## src/rtl/regfile_seq.sv

```systemverilog
// Register-file load sequencer: loads A, B and OP into a register file, optionally reads one back,
// then pulses done. Outputs are registered and describe the state being entered.
module regfile_seq #(
  parameter int DW = 4
) (
  input  logic          clk,
  input  logic          rst_n,
  input  logic          cmd_valid,
  output logic          cmd_ready,
  input  logic          cmd_a_src,
  input  logic          cmd_b_src,
  input  logic [DW-1:0] cmd_imm_a,
  input  logic [DW-1:0] cmd_imm_b,
  input  logic [DW-1:0] cmd_op,
  input  logic [1:0]    cmd_rd,
  input  logic          stall,
  output logic [2:0]    rs,
  output logic [1:0]    ws,
  output logic [DW-1:0] imm,
  output logic          busy,
  output logic          done
);

  typedef enum logic [2:0] {
    S_IDLE  = 3'd0,
    S_LD_A  = 3'd1,
    S_LD_B  = 3'd2,
    S_LD_OP = 3'd3,
    S_RD    = 3'd4,
    S_FIN   = 3'd5
  } state_t;

  state_t        r_state;
  state_t        w_next;
  logic          r_b_src;
  logic [DW-1:0] r_imm_b;
  logic [DW-1:0] r_op;
  logic [1:0]    r_rd;
  logic [2:0]    r_rs;
  logic [1:0]    r_ws;
  logic [DW-1:0] r_imm;
  logic [2:0]    w_rs;
  logic [1:0]    w_ws;
  logic [DW-1:0] w_imm;
  logic          w_adv;
  logic          w_accept;

  // IDLE always advances so a stall never blocks acceptance.
  assign w_adv    = (r_state == S_IDLE) || !stall;
  assign w_accept = (r_state == S_IDLE) && cmd_valid;

  always_comb begin
    w_next = r_state;
    case (r_state)
      S_IDLE:  if (cmd_valid) w_next = S_LD_A;
      S_LD_A:  w_next = S_LD_B;
      S_LD_B:  w_next = S_LD_OP;
      S_LD_OP: w_next = (r_rd != 2'b00) ? S_RD : S_FIN;
      S_RD:    w_next = S_FIN;
      S_FIN:   w_next = S_IDLE;
      default: w_next = S_IDLE;
    endcase
  end

  // LD_A is only entered on the acceptance edge, so the A fields are taken
  // straight from the command inputs and never need their own latch.
  always_comb begin
    w_rs  = '0;
    w_ws  = '0;
    w_imm = '0;
    case (w_next)
      S_LD_A: begin
        if (cmd_a_src) begin
          w_rs = 3'b010;
        end else begin
          w_rs  = 3'b001;
          w_imm = cmd_imm_a;
        end
      end
      S_LD_B: begin
        if (r_b_src) begin
          w_rs = 3'b100;
        end else begin
          w_rs  = 3'b011;
          w_imm = r_imm_b;
        end
      end
      S_LD_OP: begin
        w_rs  = 3'b101;
        w_imm = r_op;
      end
      S_RD:    w_ws = r_rd;
      default: ;
    endcase
  end

  always_ff @(posedge clk or negedge rst_n) begin
    if (!rst_n) begin
      r_state <= S_IDLE;
      r_rs    <= '0;
      r_ws    <= '0;
      r_imm   <= '0;
      r_b_src <= 1'b0;
      r_imm_b <= '0;
      r_op    <= '0;
      r_rd    <= '0;
    end else if (w_adv) begin
      r_state <= w_next;
      r_rs    <= w_rs;
      r_ws    <= w_ws;
      r_imm   <= w_imm;
      if (w_accept) begin
        r_b_src <= cmd_b_src;
        r_imm_b <= cmd_imm_b;
        r_op    <= cmd_op;
        r_rd    <= cmd_rd;
      end
    end
  end

  assign rs        = r_rs;
  assign ws        = r_ws;
  assign imm       = r_imm;
  assign cmd_ready = (r_state == S_IDLE);
  assign busy      = (r_state != S_IDLE);
  assign done      = (r_state == S_FIN);

endmodule

```

## config.mk

```make
export PLATFORM = sky130hd
export DESIGN_NAME = regfile_seq
export DESIGN_NICKNAME = d
export VERILOG_FILES = /design/src/rtl/regfile_seq.sv
export SDC_FILE = /design/constraint.sdc
export NUM_CORES = 1
export LEC_CHECK = 0
export BUFFER_PORTS_ARGS = -buffer_cell sky130_fd_sc_hd__buf_2
export CORE_UTILIZATION = 40
export CTS_CLUSTER_DIAMETER = 50
export DETAILED_ROUTE_END_ITERATION = 7
export REMOVE_ABC_BUFFERS = 1
export SLEW_MARGIN = 20
export SYNTH_ARGS = -nofsm -noshare
export SYNTH_HDL_FRONTEND = slang
export SYNTH_SLANG_ARGS = --single-unit
```

## constraint.sdc

```tcl
create_clock -name clk -period 3 [get_ports clk]
set_input_delay 0.15 -clock clk [delete_from_list [all_inputs] [get_ports clk]]
set_output_delay 0.15 -clock clk [all_outputs]
set_load 0.05 [all_outputs]
```

* After elaboration in Yosys (flattened, before gate mapping)
Index checks and enable logic that the tools add are counted.
Word-level totals: register bits 23, output and inout port bits 12
Cells by class: equal/unequal tests 9, reduce and logical (&&, ||, !) cells 7, mux-type cells 10
Operators with widths (count):
- $pmux W3 S5 | 1
- $eq A3 B2 Y1 const B | 4
- $pmux W4 S3 | 1
- $eq A3 B3 Y1 const B | 3
- $pmux W3 S3 | 1
- $mux W4 | 2
- $eq A3 B1 Y1 const B | 2
- $mux W3 | 2
- $mux W2 | 2
- $logic_not A3 Y1 | 1
- $reduce_bool A3 Y1 | 1
- $reduce_and A2 Y1 | 1
- $reduce_bool A2 Y1 | 1
- $logic_and A1 B1 Y1 | 1
- $logic_not A1 Y1 | 1
- $logic_or A1 B1 Y1 | 1
- $mux W1 | 1

* Longest topological paths before layout
depth in word-level cells 5, mapped depth 5

* Least setup slack after synthesis
Ideal clock, no wire load.
path type register -> output, start register r_state[1], end output port done, arrival time 1888 ps, stages on the path, launching flop included 4, data required time 2850 ps, setup slack 962 ps, cell sequence dfrtp_1 > buf_2 > buf_2 > nor3b_1
On the way: word-level cells in the longest chain between the ends 1
Ends and longest elaborated chain:
- start, declared | RTL line 33 | state_t r_state;
- start signal, assigned | RTL line 108 | r_state <= w_next;
- $eq A3 B3 Y1 | RTL line 126 | assign done = (r_state == S_FIN);
- end, declared | RTL line 21 | output logic done
No other way between the ends.

* Worst setup path after layout
start register r_state[1], end register r_rd[0]
On the way: word-level cells in the longest chain between the ends 3, elaborated cells between the ends (all ways) 4, those cells by class 4 x reduce/logical
Ends and longest elaborated chain:
- $logic_not A3 Y1 (*) | RTL line 49, 50
- $logic_or A1 B1 Y1 / $logic_and A1 B1 Y1 (equally long branches) | RTL line 49, 50
- $reduce_and A2 Y1 (no source line) (*)
- end signal, assigned | RTL line 116 | r_rd <= cmd_rd;
- end, declared | RTL line 38 | logic [1:0] r_rd;
Every way passes the cells marked *; elsewhere a longest branch is shown, timed or not. A chain may end at the register's enable or synchronous reset.

==> results.py <==
metrics = {
    "outcome": {
        "status": "finished clean",
    },
    "clocking": {
        "path_clk_slew_ps": 120,
        "htree_levels": 1,
        "clkSinkCount": 23,
        "cts_tree": "yes",
        "clock_latency_ps": 300,
        "postCtsSetupRepairBufs": 0,
        "clk_path_buf_depth": 2,
        "root_buffer": "clkbuf_4",
        "cts_buffers": 3,
        "cts_resized": 0,
    },
    "setup_path": {
        "worstPathMaxFanout": 20,
        "path_class": "flop to flop",
        "cp_slowest_cell": "dfrtp_1",
        "r2r-end": "r_rd[0]$_DFFE_PN0P_",
        "max_stage_delay_ps": 620,
        "worstPathCellList": "nor4b_4 > buf_4 > mux2_2",
        "rrSetupSlack_ps": 1030,
        "cp_top_family": "flip-flops",
        "cp-end-kind": "flop",
        "startpoint_type": "flop",
        "cp.depth": 3,
        "timing.rr.start": "r_state[1]$_DFFE_PN0P_",
        "worstPathRequired_ps": 3200,
        "reg2reg_depth": 3,
        "crit_buf_inv": 1,
        "crit_arrival_ps": 2170,
    },
    "place": {
        "io_buffers": 31,
        "hpwl_um": 1670,
        "placed_area_sq_mm": 0.00127,
        "post-place-ws_ps": 1050,
        "finalWeightedCongestion": 0.775,
    },
    "global_routing": {
        "first_global_vias": 814,
        "gr-usage-all-layers_pct": 17.9,
        "grt_pass1_wl_um": 3730,
        "antenna_found_initial": 0,
        "grt-ovfl-total": 0,
        "grt_max_degree": 24,
    },
    "final_layout": {
        "final_cell_area_sq_mm": 0.00131,
        "diodes": 0,
        "syn2layout_area_growth_pct": 18.3,
        "drive_gt1_share_pct": 36.7,
        "layout.nets": 149,
    },
    "die": {
        "io_pins": 32,
        "dieArea_sq_mm": 0.00298,
        "placementRows": 18,
        "start_util_pct": 43.5,
        "coreArea_sq_mm": 0.00254,
        "fp.dieW_um": 54.6,
        "die_y_um": 54.6,
    },
    "yosys": {
        "ys_seq_area_share_pct": 52.0,
        "yosys.area.top_type": "dfrtp_1",
        "netlist_instances": 97,
        "synth_edf_count": 0,
        "netlist_top_cells_area": "dfrtp_1, mux2_2, a32oi_1",
        "ys.flop_type": "dfrtp_1",
        "yosys_register_bits": 23,
        "synth_area_per_cell_sq_um": 11.4,
        "ys_warn_count": 0,
        "synth_cell_types": 26,
        "syn-cell-area_sq_mm": 0.00111,
        "synth_top_area_share_pct": 52.0,
        "async_flop_share_pct": 100,
    },
    "timing": {
        "finalWorstSetupSlack_ps": 1030,
        "rsz0062_at_grt": "no",
        "fin_skew_ps": 3.11,
        "hold_viol": 0,
        "final.setup.tns_ps": 0,
        "fin_crit_sh_pct": 65.5,
        "tightest_slew_ps": 634,
        "clock.fmax_mhz": 509,
        "final-setup-viol-count": 0,
        "post-route-min-period_ps": 1970,
        "drv_slew": 0,
        "slew_headroom_pct": 57.7,
    },
    "power": {
        "peakVddDrop_mv": 0.663,
        "leakagePower_uw": 0.000601,
        "powerDensity_mw_per_mm2": 1120,
    },
    "routing": {
        "wl_met1_um": 1100,
        "routed_wl_um": 2310,
        "wl_per_cell_um": 14.6,
        "viasPerCell": 5.66,
        "vias": 895,
        "wl_met3_um": 108,
        "top_layer_used": "met4",
        "drtPass1Iterations": 5,
        "wl_met2_um": 1080,
        "drtIter0Drc": 14,
        "drc": 0,
        "ant_nets": 0,
    },
    "min_path": {
        "min_to": "r_imm_b[3]$_DFFE_PN0P_",
        "hold_depth": 2,
        "worstHoldStart": "cmd_imm_b[3]",
        "hold_path.class": "input pin to flop",
    },
    "run": {
        "drv_cap": 0,
    },
}
-- through the flow --
stage	utilization, %	power [uW]	hold WS (ps)	instances
CTS	51.4	1480	54.7	158
finish	51.4	1470	68.6	158
detailed placement	50.0	1340	154	153
global placement	50.0	1320	155	153
global route	51.4	1590	46.8	158
floorplan	-	1140	-146	91
-- what timing repair did --
item                       in CTS  in global routing
hold endpoints to repair       23                  0
hold buffers                    1                  0
setup endpoints to repair       0                  0
-- layout by cell type, fill, tap and decap left out --
cell	n
a211o_1	1
a21oi_1	3
a222oi_1	1
a32oi_1	10
buf_2	31
buf_4	1
clkbuf_1	1
clkbuf_4	3
dfrtp_1	23
dlygate4sd3_1	1
inv_1	4
mux2_2	11
nand2_1	7
nand2b_1	2
nor2_1	3
nor2b_1	2
nor3b_1	4
nor4b_1	1
nor4b_4	1
o21a_1	1
o21ai_0	7
o21ai_1	4
o2bb2ai_1	1
o311ai_0	1
o31a_1	1
o31ai_1	1
or3_1	1
xor2_1	1
-- cell usage after synthesis, types with 2 or more instances --
| library cell | count |
|---|---|
| nand2_1 | 7 |
| inv_1 | 4 |
| nor2b_1 | 2 |
| mux2_2 | 11 |
| o21ai_1 | 4 |
| nand2b_1 | 2 |
| dfrtp_1 | 23 |
| o21ai_0 | 7 |
| nor2_1 | 3 |
| a32oi_1 | 10 |
| buf_2 | 3 |
| a21oi_1 | 3 |
| clkbuf_1 | 2 |
| nor3b_1 | 4 |
-- state kept, by name, summed over array words and instances (netlist names) --
signal   count
r_op         4
r_b_src      1
imm          4
r_rd         2
r_imm_b      4
ws           2
r_state      3
rs           3
-- cell families after synthesis --
kind of cell,Yosys count,share of synthesized area (%)
mux,11,11.2
flops,23,52.0
buf+inv,10,4.41
xor+xnor,1,0.792
compound gates,31,19.7
simple gates,21,11.9
-- worst register-to-register path: cells and delay by family, from the launching register on --
family | cells | cell delay [ps]
flip-flops | 1 | 620
multiplexers | 1 | 340
buffers and inverters | 1 | 280
AND/OR/NAND/NOR | 1 | 630
-- how the worst max path moves through the flow --
stage,end,startpoint
6_report,r_rd[0]$_DFFE_PN0P_,r_state[1]$_DFFE_PN0P_
5_1_grt,r_rd[0]$_DFFE_PN0P_,r_state[1]$_DFFE_PN0P_
4_1_cts,r_rd[0]$_DFFE_PN0P_,r_state[1]$_DFFE_PN0P_
3_5_place_dp,r_imm_b[1]$_DFFE_PN0P_,r_state[2]$_DFFE_PN0P_
3_3_place_gp,r_imm_b[3]$_DFFE_PN0P_,r_state[1]$_DFFE_PN0P_
2_1_floorplan,done,r_state[0]$_DFFE_PN0P_
-- per-layer routing --
layer	up-vias	GRT usage, %
met1	435	24.3
li1	429	-
met4	0	3.85
met2	29	27.5
met3	2	5.83
met5	-	0
-- report_power, final --
part           switching (uW)  leakage, uW  internal, uW  total (uW)
combinational             469     0.000298           253         723
sequential                153     0.000288           456         609
clock                    86.6    0.0000150          51.9         138
total                     709     0.000601           762        1470
-- area by class of cell --
class	count	area, sq um
Timing Repair Buffer	33	173
Sequential cell	23	576
Multi-Input combinational cell	64	482
Clock buffer	4	26.3
Inverter	4	15.0
Fill cell	243	1240
Tap cell	30	37.5
Power figures use the tool's default switching activity.
